===== config.mk =====
export PLATFORM = sky130hd
export DESIGN_NAME = svc_rv_ras
export DESIGN_NICKNAME = d
export VERILOG_FILES = /design/src/rtl/svc_rv_ras.sv
export SDC_FILE = /design/constraint.sdc
export NUM_CORES = 1
export LEC_CHECK = 0
export CAP_MARGIN = 25
export CORE_ASPECT_RATIO = 0.7
export CORE_MARGIN = 3
export CORE_UTILIZATION = 32
export DETAILED_ROUTE_END_ITERATION = 16
export DONT_BUFFER_PORTS = 1
export REMOVE_ABC_BUFFERS = 1
export SLEW_MARGIN = 5
export SYNTH_ARGS = -nofsm -noshare
export SYNTH_HDL_FRONTEND = slang
export SYNTH_SLANG_ARGS = --single-unit

===== constraint.sdc =====
create_clock -name clk -period 4 [get_ports clk]
set_input_delay 0.8 -clock clk [delete_from_list [all_inputs] [get_ports clk]]
set_output_delay 0.8 -clock clk [all_outputs]
set_load 0.01 [all_outputs]

===== src/rtl/svc_rv_ras.sv =====
// Return address stack: speculative push/pop from the front end with
// checkpoint repair from MEM. Circular flop storage, so overflow
// silently overwrites the oldest entry.
module svc_rv_ras #(
  parameter  int unsigned XLEN  = 32,
  parameter  int unsigned DEPTH = 8,
  localparam int unsigned PTR_W = $clog2(DEPTH),
  localparam int unsigned CNT_W = $clog2(DEPTH + 1)
) (
  input  logic             clk,
  input  logic             rst_n,
  input  logic             stall,
  input  logic             push_en,
  input  logic [XLEN-1:0]  push_addr,
  input  logic             pop_en,
  input  logic             restore_en,
  input  logic [PTR_W-1:0] restore_ptr,
  input  logic [CNT_W-1:0] restore_cnt,
  input  logic [XLEN-1:0]  restore_top,
  output logic             ras_valid,
  output logic [XLEN-1:0]  ras_target,
  output logic [PTR_W-1:0] ckpt_ptr,
  output logic [CNT_W-1:0] ckpt_cnt,
  output logic [XLEN-1:0]  ckpt_top
);

  localparam logic [CNT_W-1:0] CNT_FULL = CNT_W'(DEPTH);
  localparam logic [CNT_W-1:0] CNT_ONE  = CNT_W'(1);
  localparam logic [PTR_W-1:0] PTR_ONE  = PTR_W'(1);

  logic [PTR_W-1:0] tos_q, tos_d;
  logic [CNT_W-1:0] cnt_q, cnt_d;
  logic [XLEN-1:0]  mem_q [DEPTH];
  logic [XLEN-1:0]  mem_d [DEPTH];

  // Next-state: restore beats stall, stall beats push/pop.
  always_comb begin
    tos_d = tos_q;
    cnt_d = cnt_q;
    mem_d = mem_q;
    if (restore_en) begin
      tos_d              = restore_ptr;
      cnt_d              = restore_cnt;
      mem_d[restore_ptr] = restore_top;
    end else if (!stall) begin
      if (push_en && pop_en) begin
        // Pop-then-push collapses to overwriting the current top.
        mem_d[tos_q] = push_addr;
        if (cnt_q == '0) cnt_d = CNT_ONE;
      end else if (push_en) begin
        tos_d                  = tos_q + PTR_ONE;
        mem_d[tos_q + PTR_ONE] = push_addr;
        if (cnt_q != CNT_FULL) cnt_d = cnt_q + CNT_ONE;
      end else if (pop_en && (cnt_q != '0)) begin
        tos_d = tos_q - PTR_ONE;
        cnt_d = cnt_q - CNT_ONE;
      end
    end
  end

  // State registers; reset clears pointer, count and every entry.
  always_ff @(posedge clk or negedge rst_n) begin
    if (!rst_n) begin
      tos_q <= '0;
      cnt_q <= '0;
      for (int i = 0; i < int'(DEPTH); i++) mem_q[i] <= '0;
    end else begin
      tos_q <= tos_d;
      cnt_q <= cnt_d;
      for (int i = 0; i < int'(DEPTH); i++) mem_q[i] <= mem_d[i];
    end
  end

  // Prediction and checkpoint views of the current top.
  always_comb begin
    ras_valid  = (cnt_q != '0);
    ras_target = mem_q[tos_q];
    ckpt_ptr   = tos_q;
    ckpt_cnt   = cnt_q;
    ckpt_top   = mem_q[tos_q];
  end

  // A checkpointed occupancy can never exceed the stack depth.
  a_restore_cnt_legal : assert property (
    @(posedge clk) disable iff (!rst_n) restore_en |-> (restore_cnt <= CNT_FULL)
  );

endmodule

==> summary.txt <==
Critical path
  – CP Launch Type: flop
  – Setup crit end kind: primary output
  – Crit-path max FO: 29
  – CP required: 3200 ps
  – Worst EP arrival: 3040 ps
  – Crit path kind: reg2out

Placement
  – PortBufs: 0
  – Placed wire-length estimate: 42400 um
  – Placed cell count: 2514
  – Pre-CTS setup slack: 737 ps
  – Placed instance area: 17900 um2
  – GPL Wtd Cong: 0.878

Timing
  – Slew HR: 39.3%
  – Final worst-path cycle share: 96.1%
  – RSZ-0062 raised after global routing: no
  – TNS Setup: 0 ps
  – Final setup margin: 157 ps
  – Final Hold Violating Endpoints: 14
  – Max-slew violations: 0
  – Final Critical Period: 3840 ps
  – Clock Skews: 12.3 ps
  – Fmax: 0.260 GHz
  – Actual slew at the worst max-slew pin: 911 ps
  – Hold Slack: -68.0 ps
  – Final setup vio count: 0

Synth
  – Leading area contributor after synthesis: dfrtp_1
  – Cell area after synthesis: 17400 um2
  – Post-synth ARST share: 100%
  – Primary FF master, synth: dfrtp_1
  – Sequential element share of the synthesized area: 37.7%
  – Synth top area share: 37.7%
  – Syn Area/Cell: 9.04 um2
  – Cell variety after synth: 56
  – Syn Inst Count: 1930
  – Top post-synthesis cells by area: dfrtp_1 (38%), mux2i_1 (16%), o22ai_1 (9.6%)
  – Ys Warns: 0
  – Yosys reg bits: 263
  – Post-synth EDFFs: 0

Status
  – Status: finished with violations
  – Violated checks: hold timing

CTS
  – CTS Root Cell: clkbuf_16
  – CTS buffer count: 28
  – H-tree levels: 1
  – Max clock buf depth: 3
  – Worst-path clk slew: 70 ps
  – Clk_lat worst skew: 570 ps
  – Num Clock Sinks: 263
  – CTS tree: done

Global route
  – First-pass GRT wire length: 104000 um
  – Initial antenna violation count: 2
  – Largest net degree at the start of global routing: 264
  – Vias in the first global route: 15700
  – Gr usage total: 23.7%
  – Residual overflow from global routing: 0

Power
  – Pwr Density: 452 nW/um2
  – Worst VDD drop: 300 uV
  – LEAKAGE: 7.14 nW
  – Tot Pwr: 8.50 mW

Layout
  – Layout cell share with drive strength beyond 1: 10.0%
  – Diodes inserted: 0
  – Highest-count cells in the layout ignoring fill and taps: mux2i_1 (278), a21oi_1 (274), o22ai_1 (268), inv_1 (263), dfrtp_1 (260)
  – Cell area after layout: 18800 um2
  – FILL cells: 5415
  – Layout area overhead: 7.86%
  – Nets: 1906
  – Post-route insts no fill: 2563
  – Most common cell after layout, fill and taps aside: mux2i_1

Route
  – Via count: 16000
  – Initial DRC Count: 2226
  – Antenna-violating nets left: 0
  – Initial DRT Pass Iterations: 7
  – WL per Instance: 27.7 um
  – Drt via density: 6.23
  – DRC viols: 0
  – Total Wirelength: 71100 um

Min path
  – Min-delay worst type: in2async

Floorplan
  – Number of cell rows: 70
  – CORE AREA: 53100 um2
  – Area of the die: 57400 um2
  – I/O Pins: 149
  – Die width: 285 um
  – Initial core utilization: 32.9%
  – Die height: 201 um

Job
  – Max-cap viol count: 0
[final cells by class]
cell class / count / area (um2) / share of cell area, %
Timing Repair Buffer: 94 / 756 / 4.02
Clock buffer: 44 / 832 / 4.42
Clock inverter: 5 / 100 / 0.532
Inverter: 264 / 991 / 5.27
Tap cell: 720 / 901 / 4.79
Multi-Input combinational cell: 1173 / 8640 / 45.9
Sequential cell: 263 / 6590 / 35.0
[metal layers]
layer / share of wire (%) / GRT usage (%) / vias up
met3: 14 / 7.70 / 246
met2: 41 / 34.0 / 1209
met1: 41 / 33.6 / 7814
met5: 0.011 / 0 / -
met4: 4.0 / 7.80 / 2
li1: - / - / 6700
[cell families after synthesis]
logic type / count (synthesis) / synth area share [%]
compound gates: 659 / 23.4
buf+inv: 494 / 13.1
mux: 298 / 18.1
flops: 263 / 37.7
simple gates: 205 / 6.85
xor+xnor: 6 / 0.387
fa+ha+maj: 5 / 0.402
[synthesized netlist by cell type (all sizes together) (2+ instances only)]
library cell  number
mux2i            278
clkbuf           111
and3               2
o221ai            10
nor2b              5
nand4b            32
mux4              13
buf              119
mux2               7
o21bai             5
a222oi             3
a21oi            275
and3b              4
nand2             58
nor2              23
nor3b              5
a221oi            37
o2bb2ai            3
dfrtp            263
or3b               6
or3                3
nand2b             2
inv              263
nand3b             6
a22oi             27
nand3             16
o22ai            268
o21ai             23
xnor2              4
a22o               2
nor3               7
xor2               2
and2              35
ha                 4
[worst paths after layout]
path | start | endpoint | slack (ps) | cells after the start
max | ckpt_ptr[0] | ckpt_top[25] | 160 | 4
min | rst_n | mem_q[102] | -70 | 0
max reg2reg | ckpt_ptr[0] | mem_q[226] | 670 | 7
min in group clk | stall | ckpt_ptr[2] | 320 | 1
max in group asynchronous | rst_n | ckpt_ptr[2] | 3250 | 0
min reg2reg | mem_q[81] | mem_q[81] | 510 | 2
[registers in the layout, indices dropped and copies added (netlist names)]
signal,count
mem_q,256
ckpt_cnt,4
ckpt_ptr,3
[metrics by stage]
stage | hold WS, ps | util (%)
final | -68.0 | 35.4
after global routing | -78.4 | 35.4
after CTS | -64.3 | 35.4
after detailed placement | 506 | 33.7
after global placement | 495 | 33.7
after floorplan | 484 | -
[power breakdown]
part	leakage (nW)	total (mW)	switching (mW)	internal, mW
Clock	0.455	2.77	1.16	1.61
Combinational	3.09	2.50	1.69	0.804
Sequential	3.59	3.24	0.242	3.00
[worst max-delay path: stages, from the launching register on]
cell	delay (ps)
dfrtp_4	740
buf_4	370
buf_4	360
mux4_2	550
a221o_1	430
[repair_timing]
action,in CTS,in global routing
resized for setup,0,1
buffers inserted,0,0
setup endpoints to repair,0,2
endpoints found under the hold margin,263,200
Note: power is estimated with default switching activity, not from simulation.
